$ cat config.mk
export PLATFORM = sky130hd
export DESIGN_NAME = b01_serial_collector
export DESIGN_NICKNAME = d
export VERILOG_FILES = /design/src/rtl/b01_serial_collector.sv
export SDC_FILE = /design/constraint.sdc
export NUM_CORES = 1
export LEC_CHECK = 0
export ABC_AREA = 1
export CAP_MARGIN = 0
export CORE_MARGIN = 4
export CORE_UTILIZATION = 25
export DETAILED_ROUTE_END_ITERATION = 8
export HOLD_SLACK_MARGIN = 0.02
export SLEW_MARGIN = 25
export SYNTH_ARGS = -nofsm -noshare
export SYNTH_HDL_FRONTEND = slang
export SYNTH_SLANG_ARGS = --single-unit
$ cat constraint.sdc
create_clock -name clock -period 2.55 [get_ports clock]
set_input_delay 0.51 -clock clock [delete_from_list [all_inputs] [get_ports clock]]
set_output_delay 0.51 -clock clock [all_outputs]
set_load 0.01 [all_outputs]
$ cat src/rtl/b01_serial_collector.sv
// Collects the b01 serial result stream into WIDTH-bit words (LSB first) with a
// sticky per-word overflow flag, presented on a valid/ready port with one hold stage.
module b01_serial_collector #(
  parameter int WIDTH = 8,
  parameter int CNT_W = 8
) (
  input  logic             clock,
  input  logic             reset,
  input  logic             bit_valid,
  input  logic             sof,
  input  logic             outp_in,
  input  logic             overflw_in,
  output logic [WIDTH-1:0] word_data,
  output logic             word_ovf,
  output logic             word_valid,
  input  logic             word_ready,
  output logic [CNT_W-1:0] drop_cnt,
  output logic             busy
);

  // state | meaning
  // IDLE  | no partial word; next qualified bit starts a new word
  // SHIFT | partial word being assembled
  // HOLD  | completed word parked in shift reg, output register still occupied
  localparam logic [1:0] IDLE  = 2'd0;
  localparam logic [1:0] SHIFT = 2'd1;
  localparam logic [1:0] HOLD  = 2'd2;

  localparam int CW = $clog2(WIDTH + 1);

  logic [1:0]       state_q, state_d;
  logic [WIDTH-1:0] shreg_q, shreg_d;
  logic [CW-1:0]    cnt_q, cnt_d;
  logic             ovf_acc_q, ovf_acc_d;
  logic [WIDTH-1:0] word_data_q, word_data_d;
  logic             word_ovf_q, word_ovf_d;
  logic             word_valid_q, word_valid_d;
  logic [CNT_W-1:0] drop_cnt_q, drop_cnt_d;

  logic             handshake;
  logic             out_free;
  logic             restart;
  logic [CW-1:0]    idx;
  logic [WIDTH-1:0] acc_sh;
  logic             acc_ovf;
  logic [CW-1:0]    acc_cnt;

  assign handshake = word_valid_q & word_ready;
  assign out_free  = ~word_valid_q | handshake;

  // sof (or an idle start) restarts the word at bit 0, discarding any partial bits
  assign restart = (state_q == IDLE) | sof;
  assign idx     = restart ? '0 : cnt_q;
  assign acc_sh  = (restart ? '0 : shreg_q) | ({{(WIDTH-1){1'b0}}, outp_in} << idx);
  assign acc_ovf = (restart ? 1'b0 : ovf_acc_q) | overflw_in;
  assign acc_cnt = idx + CW'(1);

  always_comb begin
    state_d      = state_q;
    shreg_d      = shreg_q;
    cnt_d        = cnt_q;
    ovf_acc_d    = ovf_acc_q;
    word_data_d  = word_data_q;
    word_ovf_d   = word_ovf_q;
    word_valid_d = word_valid_q & ~handshake;
    drop_cnt_d   = drop_cnt_q;

    case (state_q)
      IDLE, SHIFT: begin
        if (bit_valid) begin
          if (acc_cnt == CW'(WIDTH)) begin
            if (out_free) begin
              word_data_d  = acc_sh;
              word_ovf_d   = acc_ovf;
              word_valid_d = 1'b1;
              shreg_d      = '0;
              ovf_acc_d    = 1'b0;
              cnt_d        = '0;
              state_d      = IDLE;
            end else begin
              shreg_d   = acc_sh;
              ovf_acc_d = acc_ovf;
              cnt_d     = acc_cnt;
              state_d   = HOLD;
            end
          end else begin
            shreg_d   = acc_sh;
            ovf_acc_d = acc_ovf;
            cnt_d     = acc_cnt;
            state_d   = SHIFT;
          end
        end
      end
      HOLD: begin
        if (bit_valid && (drop_cnt_q != '1)) begin
          drop_cnt_d = drop_cnt_q + CNT_W'(1);
        end
        // held word replaces the one being consumed, so word_valid stays high
        if (handshake) begin
          word_data_d  = shreg_q;
          word_ovf_d   = ovf_acc_q;
          word_valid_d = 1'b1;
          shreg_d      = '0;
          ovf_acc_d    = 1'b0;
          cnt_d        = '0;
          state_d      = IDLE;
        end
      end
      default: begin
        state_d = IDLE;
      end
    endcase
  end

  always_ff @(posedge clock or negedge reset) begin
    if (!reset) begin
      state_q      <= IDLE;
      shreg_q      <= '0;
      cnt_q        <= '0;
      ovf_acc_q    <= 1'b0;
      word_data_q  <= '0;
      word_ovf_q   <= 1'b0;
      word_valid_q <= 1'b0;
      drop_cnt_q   <= '0;
    end else begin
      state_q      <= state_d;
      shreg_q      <= shreg_d;
      cnt_q        <= cnt_d;
      ovf_acc_q    <= ovf_acc_d;
      word_data_q  <= word_data_d;
      word_ovf_q   <= word_ovf_d;
      word_valid_q <= word_valid_d;
      drop_cnt_q   <= drop_cnt_d;
    end
  end

  assign word_data  = word_data_q;
  assign word_ovf   = word_ovf_q;
  assign word_valid = word_valid_q;
  assign drop_cnt   = drop_cnt_q;
  assign busy       = (state_q != IDLE);

endmodule

==> results of run 1 <==
## final timing paths
| kind | start | end | cells after the start | slack (ns) |
|---|---|---|---|---|
| min in group asynchronous | reset | word_data[6] | 2 | 0.62 |
| worst min-delay path | word_data[0] | word_data[0] | 2 | 0.48 |
| max in group asynchronous | reset | ovf_acc_q | 2 | 1.61 |
| worst min register to register | word_data[0] | word_data[0] | 2 | 0.48 |
| worst max register to register | state_q[1] | word_data[2] | 12 | 0.49 |
| worst max-delay path | sof | word_data[2] | 12 | 0.39 |
## cells by family (layout without fill, tap and decap cells)
kind of cell | Yosys count | in the layout | synth area share, %
buffers and inverters | 29 | 62 | 6.13
DFF | 33 | 33 | 44.5
AOI/OAI and AO/OA | 26 | 26 | 8.76
xor gates and xnor gates | 5 | 5 | 2.36
and+or+nand+nor | 163 | 163 | 36.9
adders and majority gates | 2 | 2 | 1.35
## through the flow
stage | util, % | hold WS (ns) | setup slack [ns] | power (W)
after floorplan | - | 0.214 | 0.777 | 0.000624
after global placement | 30.9 | 0.463 | 0.151 | 0.000681
after detailed placement | 30.9 | 0.465 | 0.0953 | 0.000682
after CTS | 32.5 | 0.484 | 0.404 | 0.00121
after global routing | 32.5 | 0.505 | 0.201 | 0.00125
final | 32.5 | 0.477 | 0.394 | 0.00119
## critical path, stage by stage
cell,delay [ns]
clkdlybuf4s50_1,0.48
inv_1,0.12
nand2_1,0.08
nor2_1,0.17
ha_1,0.21
inv_1,0.07
nor2_4,0.14
nand3_4,0.13
nand2_1,0.12
nand2_2,0.15
nand2_1,0.10
nand2_1,0.05
## flip-flops by register name, indices dropped and copies added, names as in the netlist
name and cells:
state_q 2, ovf_acc_q 1, drop_cnt 8, word_data 8
cnt_q 4, word_valid 1, shreg_q 8, word_ovf 1
## layout by cell type (no fill, tap or decap)
cell | synthesis | routed
xor2_1 | 5 | 5
nor2_4 | 3 | 3
dfrtp_1 | 33 | 33
bufinv_16 | 0 | 1
o21ai_4 | 1 | 1
nand4_1 | 3 | 3
and2_1 | 1 | 1
o22ai_1 | 2 | 2
nor3_1 | 2 | 2
ha_1 | 2 | 2
nor2_1 | 13 | 13
nand2_2 | 3 | 3
inv_2 | 4 | 4
o211ai_1 | 1 | 1
nand3_1 | 7 | 7
nand2_1 | 127 | 127
o21ai_0 | 12 | 12
nor2_2 | 2 | 2
inv_1 | 20 | 20
o21bai_1 | 1 | 1
o21ai_1 | 7 | 7
nand3b_1 | 1 | 1
clkinv_1 | 1 | 1
nand3_4 | 1 | 1
clkdlybuf4s50_1 | 0 | 25
buf_4 | 1 | 4
a21oi_4 | 1 | 1
o31ai_1 | 1 | 1
clkbuf_1 | 2 | 1
clkbuf_8 | 0 | 6
## layout make-up
| type | instances | share of cell area, % |
|---|---|---|
| tap | 99 | 5.25 |
| timing repair buffer | 29 | 11.9 |
| clock buffer | 7 | 3.66 |
| clock inverter | 1 | 1.27 |
| sequential | 33 | 35.0 |
| multi-input combinational | 196 | 38.9 |
| inverter | 25 | 3.98 |
## cells in the mapped netlist
master / count / share of area [%]
nand3b_1: 1 / 0.40
o21ai_0: 12 / 3.2
nand2_2: 3 / 1.0
o21ai_1: 7 / 1.9
clkinv_1: 1 / 0.20
nor3_1: 2 / 0.54
o31ai_1: 1 / 0.40
buf_2: 1 / 0.27
o21ai_4: 1 / 0.88
buf_4: 1 / 0.40
nor2_1: 13 / 2.6
o21bai_1: 1 / 0.40
clkbuf_1: 2 / 0.40
nand2_1: 127 / 26
dfrtp_1: 33 / 44
and2_1: 1 / 0.34
inv_2: 4 / 0.81
nor2_2: 2 / 0.67
xor2_1: 5 / 2.4
nand3_4: 1 / 0.94
a21oi_4: 1 / 0.88
inv_1: 20 / 4.0
nor2_4: 3 / 1.8
ha_1: 2 / 1.3
nand4_1: 3 / 1.0
o22ai_1: 2 / 0.67
o211ai_1: 1 / 0.40
nand3_1: 7 / 1.9
## routing by layer
layer / GRT usage [%] / share of wire [%]
met4: 4.69 / 2.0
met2: 19.2 / 46
met5: 0 / 0
met3: 3.13 / 5.3
met1: 13.7 / 47
## report_power, final
group          switching (W)  internal (W)  total (W)
logic              0.0000663     0.0000465   0.000113
clock network       0.000197      0.000319   0.000516
registers          0.0000152      0.000543   0.000558
==> metrics.md, run 1 <==
| Metric | Value |
|---|---|
| Post-route DRC | `0` |
| Synthesis Warnings | `0` |
| Largest net degree at the start of global routing | `34` |
| Starting Density | `between 20% and 30%` |
| Worst-margin pin slew | `~0.43 ns` |
| Detail Placement HPWL | `3.23 mm` |
| Placed cell area | `0.00224 mm²` |
| Avg Cell Area, Syn | `a little over 7 µm²` |
| Critical path class | `in2reg` |
| Vias in the first global route | `around 1800` |
| Clock transition at path regs | `~0.070 ns` |
| Max_cap viols | `0` |
| Clock buffer depth | `2` |
| Sequential Area | `about 830 µm²` |
| Gr usage total | `between 10 and 15%` |
| Rel. slew slack | `a little under three quarters` |
| Peak VDD IR | `between 0.0002 and 0.00025 V` |
| Die height | `about 94 µm` |
| Placer Congestion | `just under 0.9` |
| Nets | `299` |
| Cells after DPL | `382` |
| Num rows | `31` |
| Drt total wl | `~4.5 mm` |
| Hold Vio Cnt, Final | `0` |
| Drt wl/cell | `11.6 µm` |
| Clock Skew | `about 0.0085 ns` |
| CTS tree | `built` |
| Mapped Cells | `between 200 and 300` |
| H-tree Lvls | `2` |
| Fin crit share | `roughly 85%` |
| Clk root buf | `clkbuf_8` |
| Synthesis-stage register bit count | `33` |
| Initial antenna violation count | `0` |
| Slew Limit Fails | `0` |
| Worst-Skew Late Latency | `between 0.2 and 0.3 ns` |
| Pre-antenna DRT Iters | `4` |
| Layout Cells excl Fill | `390` |
| Clk sink count | `33` |
| Worst hold path class | `reg2reg` |
| Io pins | `26` |
| Power Density | `504 mW/mm²` |
| CTS Hold Bufs | `0` |
| Die W | `between 90 and 100 µm` |
| Seq/Total Area, Yosys | `~44%` |
| Crit path time final | `between 2 and 2.5 ns` |
| Number of fill cells | `800` |
| Via count | `~1700` |
| CTS Buf Count | `5` |
| Status | `completed` |
| Synth Net Count | `267` |
| First-pass GRT wire length | `7.98 mm` |
| Arrival time at the worst endpoint | `roughly 2.3 ns` |
| Via density | `4.38` |
| Critical Path RT | `between 2 and 3 ns` |
| DR iter-0 viols | `73` |
| P&R area growth vs syn | `27.0%` |
| Multi-input logic area | `about 920 µm²` |
| P_leak | `approximately 1.1 nW` |
| RSZ-0062 raised after global routing | `false` |
| Antenna Violating Nets Remaining | `0` |
| Port bufs | `25` |
| Grt ovf | `0` |
| Critical Path Source Type | `input port` |
| Kind of end point of the critical path | `register` |
| Setup bufs post-CTS | `0` |
| N_diodes | `0` |
| Synth cell types | `28` |
| Setup TNS | `0 ns` |
| CP Max Fanout | `9` |
| Core area | `0.00725 mm²` |
| Max Fclk | `0.464 GHz` |
| Area of the mapped netlist | `between 0.0015 and 0.002 mm²` |
| Endpoints failing setup | `0` |
| Share of layout cells above drive strength 1 | `between 8 and 9%` |
| PostCTS Resize Cnt | `0` |
| Full die area | `approximately 0.0089 mm²` |
| Post-route cell area | `roughly 0.0024 mm²` |
Note: power is estimated with default switching activity, not from simulation.
==> inputs of run 2 (changes only) <==
==> constraint.sdc (replaced) <==
create_clock -name clock -period 2 [get_ports clock]
set_input_delay 0.4 -clock clock [delete_from_list [all_inputs] [get_ports clock]]
set_output_delay 0.4 -clock clock [all_outputs]
set_load 0.01 [all_outputs]
==> run 2 against run 1 <==
Compared with the run above: register-to-register slack got worse by 0.36 ns; design area rose by 3.4%; combinational power rose by 42%; clock power fell by 1%; highest routed layer unchanged; non-clock buffer count rose by 10; power rose by 16%; sequential share of layout area fell by 1.2 points; critical endpoint is now shreg_q[5]; first-iteration DRC count fell by 40%.
==> metrics.md, run 2 (synthesis gave the netlist of run 1 again) <==
| Metric | Value |
|---|---|
| Status | `completed (unchanged)` |
| Crit path time final | `roughly 1.9 ns` |
| Share of layout cells above drive strength 1 | `14.2% (was 8.93%)` |
| Hold Vio Cnt, Final | `0 (unchanged)` |
| Vias in the first global route | `1731 (was 1751)` |
| Most frequent cells in the layout | `nand2_1 (125), dfrtp_1 (33), clkdlybuf4s50_1 (25) (was nand2_1 (127), dfrtp_1 (33), clkdlybuf4s50_1 (25))` |
| Endpoints failing setup | `0 (unchanged)` |
| Via density | `4.33 (was 4.38)` |
| Clock buffer depth | `2 (unchanged)` |
| CTS Buf Count | `5 (unchanged)` |
| Setup slack, reg-to-reg | `0.13 ns (was 0.49 ns)` |
| Full die area | `0.00887 mm² (unchanged)` |
| Post-route DRC | `0 (unchanged)` |
| DR iter-0 viols | `44 (was 73)` |
| CTS Hold Bufs | `0 (unchanged)` |
| CP Max Fanout | `6 (was 9)` |
| Post-route cell area | `0.00244 mm² (was 0.00236 mm²)` |
| Kind of end point of the critical path | `register (unchanged)` |
| RSZ-0062 raised after global routing | `false (unchanged)` |
| Max Fclk | `0.529 GHz` |
| Gr usage total | `11.7% (was 11.4%)` |
| Critical Path RT | `2.16 ns (was 2.74 ns)` |
| Rel. slew slack | `70.6% (was 71.2%)` |
| Antenna Violating Nets Remaining | `0 (unchanged)` |
| Arrival time at the worst endpoint | `2.05 ns (was 2.34 ns)` |
| Grt ovf | `0 (unchanged)` |
| N_diodes | `0 (unchanged)` |
| Largest net degree at the start of global routing | `34 (unchanged)` |
| Via count | `1735 (was 1710)` |
| Slew Limit Fails | `0 (unchanged)` |
| Power Density | `567 mW/mm² (was 504 mW/mm²)` |
| Max_cap viols | `0 (unchanged)` |
| Die W | `94.2 µm (unchanged)` |
| Drt wl/cell | `11.8 µm (was 11.6 µm)` |
| Worst-margin pin slew | `0.442 ns (was 0.432 ns)` |
| Pre-antenna DRT Iters | `4 (unchanged)` |
| Starting Density | `25.6% (unchanged)` |
| CP bufs+invs | `3 (unchanged)` |
| Clk root buf | `clkbuf_8 (unchanged)` |
| Drt total wl | `4.72 mm (was 4.51 mm)` |
| Peak VDD IR | `0.000210 V (was 0.000211 V)` |
| H-tree Lvls | `2 (unchanged)` |
| Most common library cell in the layout ignoring fill and taps | `nand2_1 (unchanged)` |
| Number of fill cells | `798 (was 800)` |
| Initial antenna violation count | `0 (unchanged)` |
| Most used cell, CP | `nor2_2 (was nand2_1)` |
| Critical path class | `in2reg (unchanged)` |
| Num rows | `31 (unchanged)` |
| Critical path's top delay family | `simple AND/OR/NAND/NOR gates (unchanged)` |
| First-pass GRT wire length | `8.15 mm (was 7.98 mm)` |
| Critical Path Max Stage Delay | `0.43 ns (was 0.48 ns)` |
| Final setup margin | `0.110 ns (was 0.394 ns)` |
| P&R area growth vs syn | `31.3% (was 27.0%)` |
| CTS tree | `built (unchanged)` |
| Clk sink count | `33 (unchanged)` |
| Clock transition at path regs | `0.06 ns (was 0.07 ns)` |
| Post-layout power | `0.00138 W (was 0.00119 W)` |
| Placer Congestion | `0.860 (was 0.882)` |
| Final Util | `33.6% (was 32.5%)` |
| Die height | `94.2 µm (unchanged)` |
| Io pins | `26 (unchanged)` |
| Hold_ws | `0.475 ns (was 0.477 ns)` |
| Worst hold path class | `reg2reg (unchanged)` |
| Detail Placement HPWL | `3.32 mm (was 3.23 mm)` |
| Nets | `311 (was 299)` |
| Crit-path cells | `clkdlybuf4s50_1 > inv_2 > nand2_1 > nor2_2 > ha_2 > inv_1 > nor2_4 > nand3_4 > nor2_2 > o21ai_1 (was clkdlybuf4s50_1 > inv_1 > nand2_1 > nor2_1 > ha_1 > inv_1 > nor2_4 > nand3_4 > nand2_1 > nand2_2 > nand2_1 > nand2_1)` |
| Core area | `0.00725 mm² (unchanged)` |
| Worst-Skew Late Latency | `0.28 ns (was 0.29 ns)` |
| Pre-CTS setup slack | `-0.218 ns (was 0.0953 ns)` |
| Clock Skew | `0.00671 ns (was 0.00848 ns)` |
| P_leak | `1.18 nW (was 1.14 nW)` |
| Fin crit share | `a little over nine tenths` |
| Placed cell area | `0.00232 mm² (was 0.00224 mm²)` |
| Critical Path Source Type | `input port (unchanged)` |
| Port bufs | `25 (unchanged)` |
| Slowest CP cell | `clkdlybuf4s50_1 (unchanged)` |
-- run 2: cell types whose count changed in the layout (fill, tap and decap cells not counted), sizes merged --
cell    before  now
nor2        18   19
a21oi        1    2
buf          4   14
bufinv       1    0
-- run 2: area by class of cell --
cell class	instances	area, µm²	share of cell area, %
clock buffer	7	86.3	3.54
inverter	25	93.8	3.85
multi-input combinational	198	952	39.1
sequential	33	826	33.9
tap	99	124	5.08
timing repair buffer	39	355	14.6
-- run 2: worst min-delay path, cell delays in order (launching register included) --
cell     delay, ns
dfrtp_1       0.34
nand2_1       0.05
nand2_1       0.05
-- run 2: metal layers --
layer / global-route usage [%] / up-vias / part of all wire (%)
met5: 0 / - / 0
met4: 3.97 / 0 / 0.93
met3: 3.13 / 5 / 5.0
met2: 18.8 / 32 / 48
met1: 15.0 / 803 / 46
li1: - / 895 / -
-- run 2: path summary, 6_finish.rpt --
kind | endpoint | start | cells after the start
worst max register to register | shreg_q[5] | state_q[1] | 10
min in group asynchronous | shreg_q[2] | reset | 2
worst min register to register | word_data[4] | word_data[4] | 2
worst max-delay path | shreg_q[5] | sof | 10
worst min-delay path | word_data[4] | word_data[4] | 2
max in group asynchronous | state_q[1] | reset | 2
-- run 2: per-stage QoR --
| stage | instances | setup TNS (ns) |
|---|---|---|
| 5_1_grt | 401 | 0 |
| 3_3_place_gp | 392 | -2.16 |
| 4_1_cts | 399 | 0 |
| 3_5_place_dp | 392 | -3.44 |
| 6_report | 401 | 0 |
| 2_1_floorplan | 258 | 0 |
-- run 2: where the power goes --
part           switching [W]  internal [W]  leakage, nW
Clock               0.000238      0.000273       0.0443
Combinational      0.0000923     0.0000685        0.712
Sequential         0.0000175      0.000692        0.425
Total               0.000348       0.00103         1.18
-- run 2: timing repair --
item	CTS	global route
setup endpoints to repair	0	17
setup buffers	0	0
endpoints found under the hold margin	0	0
gates resized for setup	0	7
==> inputs of run 3 (changes only) <==
--- a/config.mk
+++ b/config.mk
@@ -7,10 +7,13 @@
 export LEC_CHECK = 0
 export ABC_AREA = 1
 export CAP_MARGIN = 0
+export CELL_PAD_IN_SITES_DETAIL_PLACEMENT = 1
+export CELL_PAD_IN_SITES_GLOBAL_PLACEMENT = 1
 export CORE_MARGIN = 4
 export CORE_UTILIZATION = 25
 export DETAILED_ROUTE_END_ITERATION = 8
 export HOLD_SLACK_MARGIN = 0.02
+export PLACE_DENSITY_LB_ADDON = 0.1
 export SLEW_MARGIN = 25
 export SYNTH_ARGS = -nofsm -noshare
 export SYNTH_HDL_FRONTEND = slang
==> run 3 against run 2 <==
Compared with the run above: wire length is 19% higher; first-iteration DRC count is 4.5% higher; design area is 3.8% higher; die area unchanged; final cell count increased by 2.0%; worst setup slack gained 0.020 ns; critical path type is now reg2reg; largest power group unchanged; highest routed layer unchanged.
==> metrics.md, run 3 (synthesis gave the netlist of run 1 again) <==
| Metric | Value |
|---|---|
| Clock transition at path regs | `0.07 ns (was 0.06 ns)` |
| Core area | `0.00725 mm² (unchanged)` |
| Pre-CTS setup slack | `-0.258 ns (was -0.218 ns)` |
| Fin crit share | `93.5% (was 94.5%)` |
| Kind of end point of the critical path | `register (unchanged)` |
| Largest net degree at the start of global routing | `34 (unchanged)` |
| Arrival time at the worst endpoint | `2.09 ns (was 2.05 ns)` |
| Crit-path cells | `inv_4 > nand2_4 > nand2_2 > nor2_2 > ha_2 > inv_1 > nor2_4 > nand3_4 > a21oi_4 > clkbuf_16 > nand2_1 > nand2_1 (was clkdlybuf4s50_1 > inv_2 > nand2_1 > nor2_2 > ha_2 > inv_1 > nor2_4 > nand3_4 > nor2_2 > o21ai_1)` |
| Die height | `94.2 µm (unchanged)` |
| Gr usage total | `13.8% (was 11.7%)` |
| Clk sink count | `33 (unchanged)` |
| Worst-margin pin slew | `0.465 ns (was 0.442 ns)` |
| Most used cell, CP | `nand2_1 (was nor2_2)` |
| Setup slack, reg-to-reg | `0.13 ns (about the same)` |
| RSZ-0062 raised after global routing | `false (unchanged)` |
| Post-route DRC | `0 (unchanged)` |
| Drt total wl | `5.63 mm (was 4.72 mm)` |
| Starting Density | `25.6% (unchanged)` |
| P&R area growth vs syn | `36.3% (was 31.3%)` |
| Origin of the worst setup path | `state_q[1] (was sof)` |
| Critical Path Source Type | `register (was input port)` |
| Max Fclk | `0.535 GHz (was 0.529 GHz)` |
| Worst r2r dst | `word_data[3] (was shreg_q[5])` |
| H-tree Lvls | `2 (unchanged)` |
| N_diodes | `0 (unchanged)` |
| Grt ovf | `0 (unchanged)` |
| Worst Reg-to-Reg Cells | `12 (was 10)` |
| Max_cap viols | `0 (unchanged)` |
| Setup TNS | `0 ns (unchanged)` |
| Clock buffer depth | `2 (unchanged)` |
| Critical Path RT | `2.22 ns (was 2.16 ns)` |
| Hold_ws | `0.479 ns (was 0.475 ns)` |
| Detail Placement HPWL | `3.96 mm (was 3.32 mm)` |
| Placer Congestion | `0.740 (was 0.860)` |
| Critical Path Max Stage Delay | `0.39 ns (was 0.43 ns)` |
| Via count | `1789 (was 1735)` |
| Clock Skew | `0.00301 ns (was 0.00671 ns)` |
| Peak VDD IR | `0.000182 V (was 0.000210 V)` |
| Die W | `94.2 µm (unchanged)` |
| Clk root buf | `clkbuf_8 (unchanged)` |
| Initial antenna violation count | `0 (unchanged)` |
| Nets | `318 (was 311)` |
| CTS Buf Count | `5 (unchanged)` |
| Most frequent cells in the layout | `nand2_1 (123), dfrtp_1 (33), clkdlybuf4s50_1 (24) (was nand2_1 (125), dfrtp_1 (33), clkdlybuf4s50_1 (25))` |
| Crit path time final | `1.87 ns (was 1.89 ns)` |
| Post-route cell area | `0.00253 mm² (was 0.00244 mm²)` |
| First-pass GRT wire length | `9.51 mm (was 8.15 mm)` |
| CTS Hold Bufs | `0 (unchanged)` |
| Critical path class | `reg2reg (was in2reg)` |
| Num rows | `31 (unchanged)` |
| Port bufs | `25 (unchanged)` |
| Endpoints failing setup | `0 (unchanged)` |
| Most common library cell in the layout ignoring fill and taps | `nand2_1 (unchanged)` |
| Vias in the first global route | `1881 (was 1731)` |
| Setup crit end | `word_data[3] (was shreg_q[5])` |
| Full die area | `0.00887 mm² (unchanged)` |
| CTS tree | `built (unchanged)` |
| Final setup margin | `0.130 ns (was 0.110 ns)` |
| Slowest CP cell | `dfrtp_1 (was clkdlybuf4s50_1)` |
| Drt wl/cell | `13.8 µm (was 11.8 µm)` |
| Io pins | `26 (unchanged)` |
| Pre-antenna DRT Iters | `4 (unchanged)` |
| Rel. slew slack | `69.0% (was 70.6%)` |
| Slew Limit Fails | `0 (unchanged)` |
| Worst r2r src | `state_q[1] (unchanged)` |
| Antenna Violating Nets Remaining | `0 (unchanged)` |
| CP Max Fanout | `5 (was 6)` |
| Placed cell area | `0.00237 mm² (was 0.00232 mm²)` |
| Status | `completed (unchanged)` |
| Power Density | `544 mW/mm² (was 567 mW/mm²)` |
| DR iter-0 viols | `46 (was 44)` |
| P_leak | `1.24 nW (was 1.18 nW)` |
| Final Util | `34.9% (was 33.6%)` |
| Worst-Skew Late Latency | `0.28 ns (about the same)` |
| Hold Vio Cnt, Final | `0 (unchanged)` |
| Share of layout cells above drive strength 1 | `16.8% (was 14.2%)` |
| Worst hold path class | `reg2reg (unchanged)` |
| Via density | `4.37 (was 4.33)` |
[run 3: cell types whose count changed in the layout (fill, tap and decap cells not counted), moves of 2 or more]
cell	before	now
buf_4	14	20
clkinv_2	0	2
nand2_1	125	123
nand2_4	1	3
[run 3: area by class of cell]
class,count,area (µm²)
clock buffers,6,72.6
fillers,923,4720
inverters,25,96.3
clock inverters,2,10.0
multi-input cells,197,953
flip-flops and latches,33,826
well taps,99,124
repair buffers,47,448
[run 3: report_power, final]
group	internal [W]	total, W	switching, W
combinational	0.0000765	0.000173	0.0000969
clock	0.000241	0.000493	0.000252
sequential	0.000692	0.000710	0.0000183
total	0.00101	0.00138	0.000367
[run 3: stage by stage]
step	cells	power, W
2_1_floorplan	258	0.000796
3_3_place_gp	397	0.000894
3_5_place_dp	397	0.000894
4_1_cts	405	0.00141
5_1_grt	409	0.00147
6_report	409	0.00138
[run 3: per-layer routing]
layer | up-vias | share of wire, % | global-route usage, %
li1 | 907 | - | -
met1 | 852 | 48 | 18.4
met2 | 28 | 48 | 22.8
met3 | 2 | 3.6 | 3.29
met4 | 0 | 0.62 | 2.89
met5 | - | 0 | 0
[run 3: worst min path at each step]
stage,startpoint,to,cells past startpoint
after global routing,word_data[3],word_data[3],2
after global placement,word_data[5],word_data[5],2
after detailed placement,word_data[5],word_data[5],2
after CTS,word_data[7],word_data[7],2
final,word_data[7],word_data[7],2
after floorplan,reset,cnt_q[0],0
[run 3: critical path: cells and delay by family, from the launching register on]
kind | cells | cell delay (ns)
adders and majority gates | 1 | 0.19
and+or+nand+nor | 7 | 0.65
buffers and inverters | 3 | 0.32
AOI/OAI and AO/OA | 1 | 0.27
DFF | 1 | 0.39
[run 3: repair_timing]
action                                 4_1_cts  5_1_grt
endpoints found under the hold margin        0        0
gates resized for setup                      0       12
setup buffers                                0        2
setup endpoints to repair                    0       20
==> edit 1, RTL diff (flow settings as in run 3) <==
Put one more register stage on the output `drop_cnt`, cleared by the reset. The value now appears one clock later. The other outputs are not delayed to match.
--- a/src/rtl/b01_serial_collector.sv
+++ b/src/rtl/b01_serial_collector.sv
@@ -139,3 +139,9 @@
   assign word_valid = word_valid_q;
-  assign drop_cnt   = drop_cnt_q;
+  always_ff @(posedge clock or negedge reset) begin
+    if (!reset) begin
+      drop_cnt <= '0;
+    end else begin
+      drop_cnt <= drop_cnt_q;
+    end
+  end
   assign busy       = (state_q != IDLE);
Check against the original RTL: same outputs for any inputs over 10 cycles, from zero or initial values and one cycle with reset low; that may be too few to reach the edited logic, so the function may still have changed.
==> edit 1 against run 3 <==
  * Design area grew 4.5%
  * Clock power increased by 68%
  * First-iteration DRC count down 15%
  * Fmax rose by 0.93%
  * Die area grew 7.1%
  * Global-route usage down 1.8 points
  * Synthesized area increased by 7.7%
  * Highest routed layer unchanged
  * Sequential share of layout area grew 6.2 points
  * Worst setup slack better by 0.017 ns
  * Power up 38%
  * Wire length is 6.4% lower
  * Sequential cell count grew 8
  * Critical path depth fell by 9
==> edit 1: results (changes against run 3) <==
[global_route]
grt_use_total_pct=11.97  ; -1.8 points
first_global_vias=1839  ; -2.2%
antenna_found_initial=0  ; unchanged
grt_max_degree=17  ; -50%
grt_pass1_wl_um=9073  ; -4.6%

[synth]
ys_top_cells_by_count=nand2_1 (105), dfrtp_1 (41), inv_1 (18)
synth_cells=244  ; -5.4%
synth_ff_type=dfrtp_1
netlist-cell-type-count=28  ; unchanged
synth_nets=253  ; -5.2%
yosysSeqAreaShare_pct=51.28  ; +6.8 points
synth_warnings=0  ; unchanged
ys_async_sr_fraction_pct=100.0  ; unchanged
synth.area.top_cells=dfrtp_1 (51%), nand2_1 (20%), nand3_1 (4.0%), inv_1 (3.4%), o21ai_0 (3.3%)

[clock_tree]
htreeDepth=2  ; unchanged
cts_inserted_buffers=5  ; unchanged
root_buffer=clkbuf_8
clockBufferDepth=2  ; unchanged
path_clk_slew_ns=0.09  ; +0.02 ns
clkLatencyLatePin_ns=0.30  ; +0.02 ns

[drt]
drt-initial-drc-count=39  ; -15%
routedWlPerCell_um=13.32  ; -3.3%
drt_wl_total_um=5273  ; -6.4%
drt-vias-per-instance=4.343  ; -0.70%
firstDrtPassIters=4  ; unchanged

[setup_path]
regToRegSetupSlack_ns=0.26  ; +0.13 ns
reg2regPathDepth=12  ; unchanged
r2r-start=state_q[1]$_DFFE_PN0P_
cp_slowest_cell=clkdlybuf4s50_1
slowest_delay_ns=0.48  ; +0.09 ns
path_max_fanout=4  ; -1
cp_data_arrival_time_ns=1.45  ; -0.64 ns
worstReg2RegEnd=word_data[6]$_DFFE_PN0P_
critical_path.top_delay_family=buffers and inverters

[final_layout]
num_antenna_cells=0  ; unchanged
num-fill-cells=959  ; +3.9%
drive_above_1_share_pct=15.99  ; -0.79 points
nets=302  ; -5.0%

[placement]
hpwl_um=4065  ; +2.6%
gp_congestion=0.7855  ; +6.1%
dpl-instance-area_um2=2486  ; +5.1%
place_ws_ns=-0.08143  ; +0.1767 ns
dp.cells=386  ; -2.8%
place.port_buffers=25  ; unchanged

[hold_path]
whs_path_depth=0  ; -2
min-delay-start=drop_cnt_q[0]$_DFFE_PN0P_
hold_path.class=reg2reg
min_to=drop_cnt[0]$_DFF_PN0_

[sta]
finalClockSkew_ns=0.004007  ; +0.0009986 ns
tightest_slew_ns=0.4152  ; -0.04967 ns
hold_ws_ns=0.4310  ; -0.04834 ns
period_needed_ns=1.853  ; -0.01732 ns

[power]
p_leak_uw=0.001320  ; +6.6%
ir_drop_mv=0.2369  ; +30%

[run_status]
status=complete, no violations

[edit 1: layer usage]
metal | vias to the layer above | share of wire, % | GRT usage (%)
met3 | 5 | 3.2 | 2.872
met1 | 833 | 45 | 14.32
met2 | 19 | 51 | 21.03
li1 | 863 | - | -
met4 | 0 | 1.4 | 3.834
met5 | - | 0 | 0
[edit 1: worst max-delay path by stage]
stage / end / cells after the start / start
final: busy / 3 / state_q[1]$_DFFE_PN0P_
after global routing: word_data[6]$_DFFE_PN0P_ / 12 / state_q[1]$_DFFE_PN0P_
after CTS: busy / 3 / state_q[1]$_DFFE_PN0P_
after detailed placement: word_data[6]$_DFFE_PN0P_ / 12 / sof
after global placement: word_data[1]$_DFFE_PN0P_ / 12 / sof
after floorplan: word_data[0]$_DFFE_PN0P_ / 12 / state_q[1]$_DFFE_PN0P_
[edit 1: report_power, final]
part | switching (uW) | total [uW] | internal [uW]
logic | 111 | 191 | 80.2
registers | 25.2 | 886 | 861
clock network | 325 | 828 | 503
[edit 1: timing repair]
item,in CTS,in global routing
gates resized for setup,0,2
setup buffers,0,1
setup endpoints to repair,0,15
endpoints found under the hold margin,11,0
hold buffers,1,0
[edit 1: layout make-up]
type                    count  area (um2)  share of cell area (%)
well taps                 102       127.6                   4.825
inverters                  22       82.58                   3.122
multi-input cells         177       864.6                   32.69
clock inverters             3       68.82                   2.602
clock buffers               5       68.82                   2.602
flip-flops and latches     41        1027                   38.84
repair buffers             46       405.4                   15.33
[edit 1: logic make-up after synthesis]
| group | count (synthesis) | synth area share (%) |
|---|---|---|
| xor gates and xnor gates | 6 | 2.627 |
| and+or+nand+nor | 148 | 33.02 |
| DFF | 41 | 51.28 |
| adders and majority gates | 2 | 1.251 |
| AOI/OAI and AO/OA | 21 | 6.191 |
| buffers and inverters | 26 | 5.628 |
[edit 1: per-stage QoR]
| stage | setup TNS, ns | utilization, % |
|---|---|---|
| finish | 0 | 34.05 |
| global route | 0 | 34.05 |
| CTS | 0 | 33.91 |
| detailed placement | -0.9264 | 32.01 |
| global placement | -0.4584 | 32.01 |
| floorplan | 0 | - |
[edit 1: worst reg2reg max path: cells and delay by family (launching register included)]
kind,cells,cell delay [ns]
simple gates,8,0.80
flops,1,0.41
buf+inv,3,0.28
fa+ha+maj,1,0.18
==> edit 2, RTL diff (settings of run 3) <==
Made on the original files. Change the parameter `CNT_W` from 8 to 10.
--- a/src/rtl/b01_serial_collector.sv
+++ b/src/rtl/b01_serial_collector.sv
@@ -4,3 +4,3 @@
   parameter int WIDTH = 8,
-  parameter int CNT_W = 8
+  parameter int CNT_W = 10
 ) (
Ports: changed (resized drop_cnt); port bits go from 26 to 28. The function was not compared with the original's and may differ.
==> edit 2 against run 3 <==
  * Synthesized area up 6.1%
  * Highest routed layer unchanged
  * Wire length up 3.4%
  * Power up 5.0%
  * Utilization down 0.85 points
  * Design area up 3.4%
  * Die area up 5.6%
  * Worst hold slack worse by 0.32 ns
  * Combinational power down 2%
  * Worst setup slack better by 0.029 ns
  * Sequential cell count up 2
  * Synthesized cell count up 4.7%
  * Count of clock-buffer cells in the layout unchanged
==> edit 2: results (changes against run 3) <==
[synth]
synth.area.top_cells=dfrtp_1 (44%), nand2_1 (25%), inv_1 (4.4%), o21ai_0 (3.0%), nand3_1 (2.5%)
synth_cells=270  ; +4.7%
synth_top_area_share_pct=44.44  ; about the same
synth-xor-area-share_pct=2.667  ; +0.31 points

[placement]
place.port_buffers=27  ; +8.0%
place_ws_ns=-0.1915  ; +0.06663 ns
hpwl_um=4157  ; +4.9%
gp_congestion=0.7406  ; about the same

[drt]
drt-initial-drc-count=62  ; +35%
drt-vias-per-instance=4.357  ; -0.39%
route.met3.wl_um=180  ; -12%
drt_wl_total_um=5823  ; +3.4%

[global_route]
use_met2_pct=21.76  ; -0.99 points
grt_max_degree=36  ; +5.9%
met1_usage_pct=17.49  ; -0.88 points
gr-usage-met3_pct=2.451  ; -0.83 points

[power]
p_leak_uw=0.001296  ; +4.6%

[final_layout]
nets=332  ; +4.4%
drive_above_1_share_pct=14.81  ; -2.0 points

[setup_path]
regToRegSetupSlack_ns=0.18  ; +0.05 ns
endpoint=busy
reg2regPathDepth=10  ; -2

[sta]
fin_ws_ns=0.1588  ; +0.02923 ns
finalClockSkew_ns=0.01036  ; +0.007356 ns

[run_status]
status=complete, no violations

[hold_path]
hold_path.class=in2async

## edit 2: cell types whose count changed after synthesis, sizes merged
cell,before,now
a22o,0,1
clkbuf,2,3
dfrtp,33,35
inv,24,26
nand2,130,131
nand3,8,11
nand4,3,4
nor2,18,17
nor3,2,3
xnor2,0,2
xor2,5,4
## edit 2: timing repair
item	in CTS	in global routing
gates resized for setup	0	1
buffers inserted	0	2
setup endpoints to repair	0	10
## edit 2: cell type report
| cell class | count | area [um2] |
|---|---|---|
| Clock buffer | 6 | 72.57 |
| Inverter | 27 | 101.3 |
| Tap cell | 102 | 127.6 |
| Timing Repair Buffer | 51 | 457.9 |
| Multi-Input combinational cell | 203 | 968.4 |
| Fill cell | 975 | 5071 |
| Sequential cell | 35 | 875.8 |
| Clock inverter | 2 | 12.51 |
## edit 2: power by group
| part | total (uW) | switching, uW | internal (uW) |
|---|---|---|---|
| clock | 526 | 282 | 244 |
| sequential | 751 | 19.3 | 732 |
| combinational | 169 | 95.0 | 73.9 |
